<file path="config.mk">
export PLATFORM = sky130hd
export DESIGN_NAME = alu_add_pipe
export DESIGN_NICKNAME = d
export VERILOG_FILES = /design/src/rtl/alu_pkg.sv /design/src/rtl/alu_add_seg.sv /design/src/rtl/alu_add_pipe.sv
export SDC_FILE = /design/constraint.sdc
export NUM_CORES = 1
export LEC_CHECK = 0
export CAP_MARGIN = 10
export CORE_MARGIN = 1
export CORE_UTILIZATION = 35
export CTS_BUF_LIST = sky130_fd_sc_hd__clkbuf_16
export DETAILED_ROUTE_END_ITERATION = 10
export PLACE_DENSITY = 0.72
export SLEW_MARGIN = 20
export SYNTH_ARGS = -nofsm -noshare
export SYNTH_HDL_FRONTEND = slang
export SYNTH_SLANG_ARGS = --single-unit
</file>
<file path="constraint.sdc">
create_clock -name clk -period 1.3 [get_ports clk]
set_clock_uncertainty 0.1 [all_clocks]
set_input_delay 0.195 -clock clk [delete_from_list [all_inputs] [get_ports clk]]
set_output_delay 0.195 -clock clk [all_outputs]
set_load 0.02 [all_outputs]
</file>
<file path="src/rtl/alu_pkg.sv">
// Shared definitions for the pipelined add/subtract ALU: op encodings and
// the carry-chain segmentation helper.
package alu_pkg;

    typedef logic [1:0] op_t;

    localparam op_t OP_ADD     = 2'b00;
    localparam op_t OP_SUB     = 2'b01;
    localparam op_t OP_ADD_SAT = 2'b10;
    localparam op_t OP_SUB_SAT = 2'b11;

    // Bit 0 selects subtraction for both the wrapping and saturating forms.
    function automatic logic op_is_sub(op_t op);
        return op[0];
    endfunction

    // Width of carry-chain segment idx when width bits are split into
    // ceil(width/stages)-bit pieces; trailing segments may be short or empty.
    function automatic int unsigned seg_width(int unsigned width, int unsigned stages,
                                              int unsigned idx);
        int unsigned seg;
        int unsigned lo;
        seg = (width + stages - 1) / stages;
        lo  = idx * seg;
        if (lo >= width) begin
            return 0;
        end
        return ((width - lo) < seg) ? (width - lo) : seg;
    endfunction

endpackage

</file>
<file path="src/rtl/alu_add_seg.sv">
// One carry-chain segment: a plain ripple-carry adder of W bits.
module alu_add_seg #(
    parameter int unsigned W = 1
) (
    input  logic [W-1:0] a,
    input  logic [W-1:0] b,
    input  logic         cin,
    output logic [W-1:0] sum,
    output logic         cout
);

    logic [W:0] c;

    // Ripple the carry bit by bit through the segment.
    always_comb begin
        c    = '0;
        sum  = '0;
        c[0] = cin;
        for (int unsigned i = 0; i < W; i++) begin
            sum[i]   = a[i] ^ b[i] ^ c[i];
            c[i+1]   = (a[i] & b[i]) | (c[i] & (a[i] ^ b[i]));
        end
    end

    assign cout = c[W];

endmodule

</file>
<file path="src/rtl/alu_add_pipe.sv">
// Pipelined add/subtract ALU. The carry chain is cut into STAGES segments,
// one resolved per pipeline stage, with the inter-segment carry, partial sum
// and remaining operand bits registered so each transaction moves as a unit.
// Optional unsigned saturation for ADD_SAT/SUB_SAT is enabled by defining
// ALU_ADD_PIPE_SAT_EN; without it those ops wrap like ADD/SUB.
module alu_add_pipe
    import alu_pkg::*;
#(
    parameter int unsigned WIDTH  = 5,
    parameter int unsigned STAGES = 1
) (
    input  logic             clk,
    input  logic             rst_n,
    input  logic             in_valid,
    output logic             in_ready,
    input  op_t              op,
    input  logic [WIDTH-1:0] operand_a,
    input  logic [WIDTH-1:0] operand_b,
    output logic             out_valid,
    input  logic             out_ready,
    output logic [WIDTH-1:0] result,
    output logic             carry_out,
    output logic             overflow,
    output logic             zero
);

    localparam int unsigned SEG = (WIDTH + STAGES - 1) / STAGES;
    localparam int unsigned L   = STAGES - 1;

    // Values entering each stage (from the ports for stage 0).
    logic             stg_v_in  [STAGES];
    op_t              stg_op_in [STAGES];
    logic [WIDTH-1:0] stg_a_in  [STAGES];
    logic [WIDTH-1:0] stg_b_in  [STAGES];  // already inverted for subtraction
    logic [WIDTH-1:0] stg_s_in  [STAGES];
    logic             stg_c_in  [STAGES];

    // Partial sum and carry after this stage's segment.
    logic [WIDTH-1:0] stg_s_d [STAGES];
    logic             stg_c_d [STAGES];

    // Pipeline registers.
    logic             valid_q [STAGES];
    op_t              op_q    [STAGES];
    logic [WIDTH-1:0] a_q     [STAGES];
    logic [WIDTH-1:0] b_q     [STAGES];
    logic [WIDTH-1:0] sum_q   [STAGES];
    logic             carry_q [STAGES];

    logic             advance;
    logic [WIDTH-1:0] raw_sum;
    logic             raw_ovf;
    logic [WIDTH-1:0] res_final;

    assign out_valid = valid_q[L];
    assign advance   = !out_valid || out_ready;
    assign in_ready  = advance;

    // Feed each stage from the ports or from the previous stage's registers.
    always_comb begin
        stg_v_in[0]  = in_valid;
        stg_op_in[0] = op;
        stg_a_in[0]  = operand_a;
        stg_b_in[0]  = op_is_sub(op) ? ~operand_b : operand_b;
        stg_s_in[0]  = '0;
        stg_c_in[0]  = op_is_sub(op);
        for (int s = 1; s < STAGES; s++) begin
            stg_v_in[s]  = valid_q[s-1];
            stg_op_in[s] = op_q[s-1];
            stg_a_in[s]  = a_q[s-1];
            stg_b_in[s]  = b_q[s-1];
            stg_s_in[s]  = sum_q[s-1];
            stg_c_in[s]  = carry_q[s-1];
        end
    end

    for (genvar s = 0; s < STAGES; s++) begin : g_stage
        localparam int unsigned SW = seg_width(WIDTH, STAGES, s);
        if (SW > 0) begin : g_add
            localparam int unsigned      LO   = s * SEG;
            localparam logic [WIDTH-1:0] MASK = WIDTH'({SW{1'b1}}) << LO;
            logic [SW-1:0] seg_sum;
            logic          seg_cout;

            alu_add_seg #(
                .W (SW)
            ) u_seg (
                .a    (stg_a_in[s][LO +: SW]),
                .b    (stg_b_in[s][LO +: SW]),
                .cin  (stg_c_in[s]),
                .sum  (seg_sum),
                .cout (seg_cout)
            );

            assign stg_s_d[s] = (stg_s_in[s] & ~MASK) | (WIDTH'(seg_sum) << LO);
            assign stg_c_d[s] = seg_cout;
        end else begin : g_pass
            // Segment has no bits left; the stage only adds latency.
            assign stg_s_d[s] = stg_s_in[s];
            assign stg_c_d[s] = stg_c_in[s];
        end
    end

    // Whole pipeline advances together; a cycle without an accepted input
    // loads a bubble into stage 0.
    always_ff @(posedge clk or negedge rst_n) begin
        if (!rst_n) begin
            for (int s = 0; s < STAGES; s++) begin
                valid_q[s] <= 1'b0;
                op_q[s]    <= OP_ADD;
                a_q[s]     <= '0;
                b_q[s]     <= '0;
                sum_q[s]   <= '0;
                carry_q[s] <= 1'b0;
            end
        end else if (advance) begin
            for (int s = 0; s < STAGES; s++) begin
                valid_q[s] <= stg_v_in[s];
                op_q[s]    <= stg_op_in[s];
                a_q[s]     <= stg_a_in[s];
                b_q[s]     <= stg_b_in[s];
                sum_q[s]   <= stg_s_d[s];
                carry_q[s] <= stg_c_d[s];
            end
        end
    end

    // Signed overflow: operands agree in sign but the raw sum does not.
    always_comb begin
        raw_sum = sum_q[L];
        raw_ovf = (a_q[L][WIDTH-1] == b_q[L][WIDTH-1]) && (raw_sum[WIDTH-1] != a_q[L][WIDTH-1]);
    end

`ifdef ALU_ADD_PIPE_SAT_EN
    // Unsigned clamp on the final stage output.
    always_comb begin
        res_final = raw_sum;
        if (op_q[L] == OP_ADD_SAT && carry_q[L]) begin
            res_final = '1;
        end else if (op_q[L] == OP_SUB_SAT && !carry_q[L]) begin
            res_final = '0;
        end
    end
`else
    assign res_final = raw_sum;

    // The op travels with the data but only the saturation logic consumes it.
    logic unused_op;
    assign unused_op = ^op_q[L];
`endif

    // Outputs read as zero whenever nothing is being presented.
    always_comb begin
        result    = out_valid ? res_final : '0;
        carry_out = out_valid & carry_q[L];
        overflow  = out_valid & raw_ovf;
        zero      = out_valid & (res_final == '0);
    end

endmodule

</file>
==> results.txt <==
* Switching part of the total: 28.4%
- Final net count: 118
- In this run the power density over the cells is 1330 nW/µm².
* Post-DP HPWL: 961 µm
* Max Clk Rate: 479 MHz
- In the final layout, flip-flops and latches occupy 226 µm².
* Cell Int Power: 0.00118 W
- Setup repair after global routing missed its margin: yes
* Crit end category: flop
* Leading cell types by count after synthesis: sky130_fd_sc_hd__dfrtp_1 (9), sky130_fd_sc_hd__mux2_2 (7), sky130_fd_sc_hd__and2_1 (6)
- Pins Over Slew Limit: 0
* Syn nets: 69
* Number of antenna violations at the first check in global routing: 0
* Clock Sink Count: 9
- The layout has 89 filler cells.
- Switching power total: 0.000468 W
- Core area: 1520 µm²
- Pin placement for this block handled 26 I/O pins.
- The mapped netlist covers 572 µm².
- The floorplan step set the die height to 42.4 µm.
- Sequential-to-total area share from yosys stat: 39.4%
* Cell with the most instances after synthesis: sky130_fd_sc_hd__dfrtp_1
* Die span in x: 42.4 µm
- Number of rows created at floorplan: 14
- The synthesized design contains 0 enable-type register cells.
* Max clock buf depth: 2
- Number of synthesized register bits: 9
- Summing all multi-input logic gate instances after layout gives 424 µm².
* Critical path startpoint: operand_b[0]
* Dominant cells by area after synthesis: sky130_fd_sc_hd__dfrtp_1 (39%), sky130_fd_sc_hd__fa_1 (14%), sky130_fd_sc_hd__mux2_2 (14%)
- Yosys Warn Count: 0
- Count of max-cap constraint violations: 0
- Prior to clock tree synthesis, the placed netlist has a worst setup slack of -1.48 ns.
- STA classifies the critical path startpoint as an input port.
* Post-route non-filler standard cell count: 113
- Path class of the lowest-slack min-delay path: in -> async
- Run status: complete, but fails checks
- The initial utilization of the core area, before any placement, comes to 37.5%.
- During placement, the flow inserted port buffers numbering 24.
* Post-synth top area share: 39.4%
* Required time worst endpoint: 1.31 ns
- Wire length of the first global-routing pass: 2740 µm
- In this run the number of H-tree levels came out at 1.
- Measured in cells, the most critical reg-to-reg path has a length of 6.
- After detailed routing, the total wire length is 1720 µm.
* Count of nets left with antenna violations after detail routing: 0
- Combinational logic burns 42.9% of the power.
- Clock-pin slew was measured on the worst setup and hold paths at 0.04 ns.
- The synthesized design spends more area on one cell type than any other, namely sky130_fd_sc_hd__dfrtp_1.
- The checks that failed: setup timing.
* Clk Latency, worst-skew pair: 0.23 ns
- Synthesis instantiated 17 different standard cells from the library.
- Relative to the synthesized area, the layout overhead comes to 117%.
* Remaining Overflow, GRT: 0
- Starting DRT DRC Count: 4
- Proportion of power drawn by the clock network: 33.0%
- Top fanout value on the critical path: 2
- Number of instances in the synthesized netlist: 49
- Antenna Diode Count: 0
* Total number of vias: 536
- Final hold violation count: 0
- Number of vias per cell: 4.74
* Leakage dissipation: 0.606 nW
- The die covers 1800 µm².
- Dividing the final minimum period by the clock period gives 161%.
- The routed design could run at a clock period as short as 2.09 ns.
* Buffer type at the clock tree root: sky130_fd_sc_hd__clkbuf_16
- RePlAce Congestion: 0.768
- The startpoint identified for the worst register-to-register timing path is out_valid.
- Most used flip-flop cell after synthesis: sky130_fd_sc_hd__dfrtp_1
- Sequential share of power: 24.1%
- The via count of the first global-routing pass was 604.
- Once routing completed, OpenROAD measured the worst setup slack at -0.788 ns.
* Reg-to-reg slack, setup: -0.21 ns
* CTS tree: yes
- Share of flip-flops with an asynchronous set or reset after synthesis: 100%
* Capture instance of the worst register-to-register path: raw_sum[1]
- Layout cell share with drive strength beyond 1: 71.1%
* Drt pass-1 iters: 2
* Total clock buffers created by CTS: 3
- Slew HR: 69.9%
- Entering global routing, the biggest net connects 10 pins.
- Worst-Margin Slew: 0.451 ns
- Across the VDD grid, the largest voltage drop is 0.000796 V.
- Dividing the detail-routed wire length by the instance count gives 15.2 µm.
- Final setup violating endpoints: 17
- Crit path kind: in -> reg
- Worst endpoint data arrival time: 2.10 ns
- DRC Markers: 0
* Total global-route track usage: 21.5%
- Buffers inserted to repair hold after CTS numbered 0.
- The number of placed instances, taps included, is 99.
- Mean instance size in the synthesized netlist: 11.7 µm²
-- worst max-delay path, stage by stage --
cell,delay (ns)
sky130_fd_sc_hd__buf_6,0.09
sky130_fd_sc_hd__mux2_4,0.29
sky130_fd_sc_hd__fa_2,0.35
sky130_fd_sc_hd__inv_2,0.06
sky130_fd_sc_hd__fa_2,0.18
sky130_fd_sc_hd__fa_2,0.19
sky130_fd_sc_hd__inv_2,0.03
sky130_fd_sc_hd__fa_1,0.42
sky130_fd_sc_hd__mux2_4,0.28
-- layout make-up --
class | instances | area share, %
Clock buffer | 3 | 6.06
Clock inverter | 1 | 0.303
Inverter | 4 | 1.21
Multi-Input combinational cell | 33 | 34.2
Sequential cell | 9 | 18.3
Tap cell | 16 | 1.62
Timing Repair Buffer | 47 | 38.3
-- repair_timing --
item,4_1_cts,5_1_grt
gates resized for setup,101,7
buffers inserted,7,4
setup endpoints to repair,18,18
cloned,2,0
pin swaps,8,6
hold endpoints to repair,0,0
-- through the flow --
stage / utilization (%) / TNS (ns) / power, W / hold slack, ns / cell area [µm²]
detailed placement: 63.2 / -9.23 / 0.000899 / 0.421 / 963
floorplan: - / -3.21 / 0.000645 / -0.201 / 642
CTS: 79.6 / -4.38 / 0.00162 / 0.179 / 1210
finish: 81.3 / -4.22 / 0.00165 / 0.176 / 1240
global route: 81.3 / -4.68 / 0.00170 / 0.207 / 1240
global placement: 63.2 / -9.03 / 0.000885 / 0.413 / 963
-- power by group through the flow --
stage / logic, W / registers [W] / clock network (W)
2_1_floorplan: 0.000261 / 0.000384 / 0
3_3_place_gp: 0.000502 / 0.000383 / 0
3_5_place_dp: 0.000514 / 0.000386 / 0
4_1_cts: 0.000684 / 0.000390 / 0.000542
5_1_grt: 0.000750 / 0.000402 / 0.000553
6_report: 0.000707 / 0.000397 / 0.000544
-- logic make-up after synthesis --
logic type | after synthesis | synth area share, %
adders and majority gates | 4 | 14.0
xor gates and xnor gates | 5 | 7.66
buffers and inverters | 7 | 5.25
and+or+nand+nor | 14 | 16.8
AOI/OAI and AO/OA | 3 | 3.06
muxes | 7 | 13.8
DFF | 9 | 39.4
-- layout by cell type (no fill, tap or decap), drive strengths merged, types with 2 or more instances in the layout --
cell	count
fa	4
xor2	3
clkbuf	3
inv	5
mux2	7
dfrtp	9
and2	6
nor3b	2
clkdlybuf4s50	7
dlygate4sd2	2
nand2b	2
a21oi	2
buf	37
xnor2	2
-- worst max-delay path by stage --
stage / slack [ns] / to
floorplan: -0.98 / raw_sum[4]
global placement: -1.47 / raw_sum[4]
detailed placement: -1.48 / raw_sum[4]
CTS: -0.89 / raw_sum[4]
global route: -0.84 / raw_sum[4]
finish: -0.79 / raw_sum[4]
-- metal layers --
layer  GRT usage (%)  vias up  part of all wire [%]
li1                -      254                     -
met1            25.3      256                    42
met2            36.3       20                    52
met3            3.45        6                   3.3
met4            13.1        0                   2.6
met5               0        -                     0
-- state kept, by name (all words and copies together) (netlist names) --
name / cells
b_q: 1
out_valid: 1
raw_sum: 5
a_q: 1
carry_q: 1
Note: power is estimated with default switching activity, not from simulation.
